===== src/rtl/serial_word_receiver.sv =====
// Framed serial-to-parallel receiver: start(1) + WIDTH payload bits + stop(0), one bit per clock.
// Completed words are delivered through a one-deep valid/ready holding register.
module serial_word_receiver #(
  parameter int WIDTH     = 40,
  parameter bit MSB_FIRST = 1'b1
) (
  input  logic             clk,
  input  logic             reset,
  input  logic             sin,
  input  logic             ready,
  output logic [WIDTH-1:0] data,
  output logic             valid,
  output logic             frame_err,
  output logic             overrun
);

  localparam int CW = $clog2(WIDTH + 1);
  localparam logic [CW-1:0] LAST_BIT = CW'(WIDTH - 1);

  typedef enum logic [1:0] {S_IDLE, S_DATA, S_STOP, S_RESYNC} state_t;

  state_t           r_state;
  state_t           w_next;
  logic [CW-1:0]    r_cnt;
  logic [WIDTH-1:0] r_shift;
  logic [WIDTH-1:0] w_shift_nxt;
  logic             w_start;
  logic             w_shift_en;
  logic             w_good_stop;
  logic             w_bad_stop;

  always_ff @(posedge clk or posedge reset) begin
    if (reset) r_state <= S_IDLE;
    else       r_state <= w_next;
  end

  always_comb begin
    w_next = r_state;
    case (r_state)
      S_IDLE:   if (sin) w_next = S_DATA;
      S_DATA:   if (r_cnt == LAST_BIT) w_next = S_STOP;
      S_STOP:   w_next = sin ? S_RESYNC : S_IDLE;
      // a high line here is the tail of a broken frame, never a new start bit
      S_RESYNC: if (!sin) w_next = S_IDLE;
      default:  w_next = S_IDLE;
    endcase
  end

  always_comb begin
    w_start     = (r_state == S_IDLE) && sin;
    w_shift_en  = (r_state == S_DATA);
    w_good_stop = (r_state == S_STOP) && !sin;
    w_bad_stop  = (r_state == S_STOP) && sin;
  end

  always_comb begin
    if (MSB_FIRST) w_shift_nxt = {r_shift[WIDTH-2:0], sin};
    else           w_shift_nxt = {sin, r_shift[WIDTH-1:1]};
  end

  always_ff @(posedge clk or posedge reset) begin
    if (reset) begin
      r_cnt   <= '0;
      r_shift <= '0;
    end else begin
      if (w_start)         r_cnt <= '0;
      else if (w_shift_en) r_cnt <= r_cnt + 1'b1;
      if (w_shift_en)      r_shift <= w_shift_nxt;
    end
  end

  // A full holding register drops the new word; a same-edge handshake frees the slot.
  always_ff @(posedge clk or posedge reset) begin
    if (reset) begin
      data      <= '0;
      valid     <= 1'b0;
      frame_err <= 1'b0;
      overrun   <= 1'b0;
    end else begin
      frame_err <= w_bad_stop;
      overrun   <= w_good_stop && valid && !ready;
      if (w_good_stop && (!valid || ready)) begin
        data  <= r_shift;
        valid <= 1'b1;
      end else if (valid && ready) begin
        valid <= 1'b0;
      end
    end
  end

endmodule


===== config.mk =====
export PLATFORM = sky130hd
export DESIGN_NAME = serial_word_receiver
export DESIGN_NICKNAME = d
export VERILOG_FILES = /design/src/rtl/serial_word_receiver.sv
export SDC_FILE = /design/constraint.sdc
export NUM_CORES = 1
export LEC_CHECK = 0
export ABC_CLOCK_PERIOD_IN_PS = 3250
export BUFFER_PORTS_ARGS = -buffer_cell sky130_fd_sc_hd__buf_2
export CORE_MARGIN = 3
export CORE_UTILIZATION = 55
export CTS_CLUSTER_DIAMETER = 200
export DETAILED_ROUTE_END_ITERATION = 7
export MAX_ROUTING_LAYER = met4
export PLACE_DENSITY = 0.76
export SKIP_CTS_REPAIR_TIMING = 1
export SLEW_MARGIN = 20
export SYNTH_ARGS = -nofsm -noshare
export SYNTH_HDL_FRONTEND = slang
export SYNTH_SLANG_ARGS = --single-unit

===== constraint.sdc =====
create_clock -name clk -period 3.25 [get_ports clk]
set_input_delay 0.65 -clock clk [delete_from_list [all_inputs] [get_ports clk]]
set_output_delay 0.65 -clock clk [all_outputs]
set_load 0.05 [all_outputs]

# [Yosys cells after proc, flatten, opt, wreduce, memory -nomap -nowiden]
# Index checks and enable logic that the tools add are counted.
[word_totals] inputBits=4 out_inout_bits=43 wordCells=39 reg_bits=91
[classes] muxes=9 add_sub_neg=1 n_reduce_logical=15 eq_ne=7
[op_table] op="$mux W6" n=2
[op_table] op="$mux W2" n=4
[op_table] op="$pmux W2 S4" n=1
[op_table] op="$logic_and A1 B1 Y1" n=7
[op_table] op="$add A6 B1 Y6 const B" n=1
[op_table] op="$eq A6 B6 Y1 const B" n=1
[op_table] op="$eq A2 B2 Y1 const B" n=2
[op_table] op="$ne A2 B2 Y1 const B" n=2
[op_table] op="$reduce_bool A2 Y1" n=2
[op_table] op="$logic_not A1 Y1" n=3
[op_table] op="$reduce_and A3 Y1" n=1
[op_table] op="$eq A2 B1 Y1 const B" n=1
[op_table] op="$logic_not A2 Y1" n=1
[op_table] op="$mux W1" n=2
[op_table] op="$ne A2 B1 Y1 const B" n=1
[op_table] op="$logic_or A1 B1 Y1" n=1

# [Depth between registers and ports, before layout]
[logic_depth] word_depth=4 mapped_depth=5 mapped_depth_nobuf=4

# [Worst setup path after synthesis]
# No wires, ideal clock.
[synth_path] kind="in2reg" start="in sin" end="reg data[0]" slack_ps=1430 path_buffers=1 path_stages=4 setup_ps=125 required_time_ps=3125 arrival_ps=1695 cell_sequence="or3b_1 nand2b_4 buf_12 mux2_4"
[synth_between] elab_chain_cells=3
[synth_lines] element="start, declared" line_no="9" source="input logic sin,"
[synth_lines] element="$logic_not A1 Y1" line_no="52" source="w_good_stop = (r_state == S_STOP) && !sin;"
[synth_lines] element="$logic_and A1 B1 Y1" line_no="52"
[synth_lines] element="$logic_and A1 B1 Y1" line_no="82" source="if (w_good_stop && (!valid || ready)) begin"
[synth_lines] element="end signal, assigned" line_no="83" source="data <= r_shift;"
[synth_lines] element="end, declared" line_no="11" source="output logic [WIDTH-1:0] data,"
# Every way passes these cells.
# A chain may end at the register's enable or synchronous reset.

# [Worst setup path after layout]
[layout_path] start="reg r_state[0]" end="reg data[13]"
[layout_between] elab_chain_cells=3
[layout_lines] element="start, declared" line_no="22" source="state_t r_state;"
[layout_lines] element="start signal, assigned" line_no="34" source="else r_state <= w_next;"
[layout_lines] element="$eq A2 B2 Y1" line_no="52"
[layout_lines] element="$logic_and A1 B1 Y1" line_no="52"
[layout_lines] element="$logic_and A1 B1 Y1" line_no="82"
# Every way passes these cells.

==> results.yml <==
sta:
  fmax_ghz: 0.5072
  hold_viol_final: 0
  setup_viol: 0
  max_slew_margin: 0.4171
  clock_skew_ns: 0.005748
  min_period_over_period: 0.6067
  worstMarginPinSlew_ns: 0.8733
  min_period_ns: 1.972
  setup_tns_ns: 0
  slew_violations: 0
  rsz0062_at_grt: "false"
finish:
  fin_area_mm2: 0.004133
  diodes: 0
  syn_to_final_growth_pct: 12.46
  layout-drive-gt1-share: 0.3171
  final_cells: 427
  fillerInstances: 475
  nets: 350
  final_util: 0.6435
worst_setup_path:
  critPathMaxStageDelay_ns: 0.50
  rr_worst_depth: 3
  crit_type: "flop to flop"
  critPathBufInv: 0
  cp-start-kind: "flop"
  r2r-end: "data[13]"
  cp-end-kind: "flop"
  crit_slowest_cell: "nand2b_4"
  reg2reg_slack_ns: 1.28
  arrival_ns: 2.21
  cp_max_fo: 40
  path_delay_family: "simple AND/OR/NAND/NOR gates"
  cp_cell_sequence: "or3b_1 > nand2b_4 > mux2_4"
  critical_path_required_ns: 3.48
  r2r_start: "r_state[0]"
global_route:
  grt_max_degree: 55
  grt_pass1_vias: 2142
  grt_pass1_wl_mm: 10.07
  antenna_found_initial: 0
  track_usage: 0.1753
  grt-ovfl-total: 0
floorplan:
  coreArea_mm2: 0.006422
  rows: 29
  die_h_um: 87.74
  ioPinCount: 47
  dieWidth_um: 87.74
  die_area_mm2: 0.007698
  start_util: 0.5722
cts:
  cts_htree_levels: 3
  clockBufferDepth: 2
  cts.sinks: 91
  cts_tree: "built"
  worstSkewPairLatency_ns: 0.34
  cts.clk_slew.worst_paths_ns: 0.08
  root_buffer: "clkbuf_8"
  cts_made_buffers: 9
placement:
  dpl.cell_count: 411
  gp_congestion: 0.7529
  port_buffers: 46
  hpwl_mm: 3.935
  place_area_mm2: 0.003904
yosys:
  synth_nets: 305
  ys_top_cells_by_area: "dfrtp_1 62%, mux2_4 16%, nand2_1 13%"
  syn_area_mm2: 0.003675
  yosys.area.top_type: "dfrtp_1"
  synth-seq-area-share: 0.6197
  synth_most_common_cell: "nand2_1"
  synthFlopType: "dfrtp_1"
  synth_cell_types: 23
  synth-async-reset-ratio: 1.000
  synth_top_area_frac: 0.6197
  ys_top_cells_by_count: "128 x nand2_1, 91 x dfrtp_1, 40 x mux2_4"
  synth_warnings: 0
  syn_inst: 300
  synth-seq-cells: 91
  synth_edf_count: 0
  syn-mean-instance-area_um2: 12.25
routing:
  vias: 2145
  wl_per_cell_um: 13.98
  first_pass_iters: 6
  routed_wl_mm: 5.968
  drtIter0Drc: 107
  ant_nets: 0
  drcViolationCount: 0
  vias_per_cell: 5.023
pwr:
  ir_drop_uv: 605.2
  finalPower_mw: 3.223
  power.density_mw_per_mm2: 779.8
  p_leak_nw: 2.411
worst_hold_path:
  min_path_type: "input pin to async pin"
outcome:
  status: "finished, final reports clean"
flow_run:
  maxCapViolCount: 0
[registers in the layout (all words and copies together) (netlist names)]
| name | cells |
|---|---|
| data | 40 |
| r_shift | 40 |
| r_cnt | 6 |
| r_state | 2 |
| frame_err | 1 |
| overrun | 1 |
| valid | 1 |
[how the worst max path moves through the flow]
stage,slack [ns],from,end,depth (start not counted)
2_1_floorplan,0.24,reset,data[0],1
3_3_place_gp,0.97,sin,data[27],4
3_5_place_dp,0.92,sin,data[14],4
4_1_cts,1.30,r_state[0],data[3],3
5_1_grt,1.18,r_state[0],data[24],3
6_report,1.28,r_state[0],data[13],3
[cells by family after synthesis]
family / synth area share
fa+ha+maj: 0.003404
flops: 0.6197
simple gates: 0.1665
mux: 0.1716
buf+inv: 0.03405
compound gates: 0.004768
[worst register-to-register path: stages (launching register included)]
cell and delay [ns]:
dfrtp_1 0.44, or3b_1 0.42, nand2b_4 0.50, mux2_4 0.50
[where the power goes]
group          internal, mW  leakage, nW  switching, mW  total [mW]
clock                 0.454        0.108          0.376       0.830
sequential             1.43         1.20          0.235        1.66
combinational         0.248         1.11          0.482       0.730
total                  2.13         2.41           1.09        3.22
[routing by layer]
metal / wire length, µm / up-vias / GRT usage
li1: - / 1056 / -
met1: 2746 / 1033 / 0.2313
met2: 2901 / 48 / 0.2692
met3: 246 / 8 / 0.03669
met4: 74 / 0 / 0.06416
met5: 0 / - / -
[stage by stage]
stage	setup slack, ns	hold slack [ns]
after floorplan	0.2364	0.4369
after global placement	0.9697	0.4607
after detailed placement	0.9238	0.4744
after CTS	1.298	0.4778
after global routing	1.185	0.5179
final	1.278	0.4412
[area by class of cell]
| cell class | count | area [µm²] | share of cell area |
|---|---|---|---|
| Inverter | 1 | 5.005 | 0.001211 |
| Sequential cell | 91 | 2277 | 0.5510 |
| Clock inverter | 6 | 88.84 | 0.02150 |
| Timing Repair Buffer | 49 | 252.7 | 0.06116 |
| Clock buffer | 10 | 137.6 | 0.03330 |
| Tap cell | 77 | 96.34 | 0.02331 |
| Multi-Input combinational cell | 193 | 1275 | 0.3085 |
[cells in the final DEF (no fill, tap or decap), types with 2 or more instances in the layout]
| cell | instances |
|---|---|
| or3b_1 | 2 |
| buf_2 | 46 |
| mux2i_1 | 3 |
| o21ai_1 | 2 |
| buf_4 | 3 |
| nand2_1 | 128 |
| clkbuf_8 | 10 |
| nand3_1 | 4 |
| mux2_4 | 40 |
| clkinv_2 | 2 |
| clkinvlp_4 | 2 |
| nand4_1 | 3 |
| nand2b_2 | 2 |
| dfrtp_1 | 91 |
| bufinv_16 | 2 |
(Power assumes the default switching activity.)
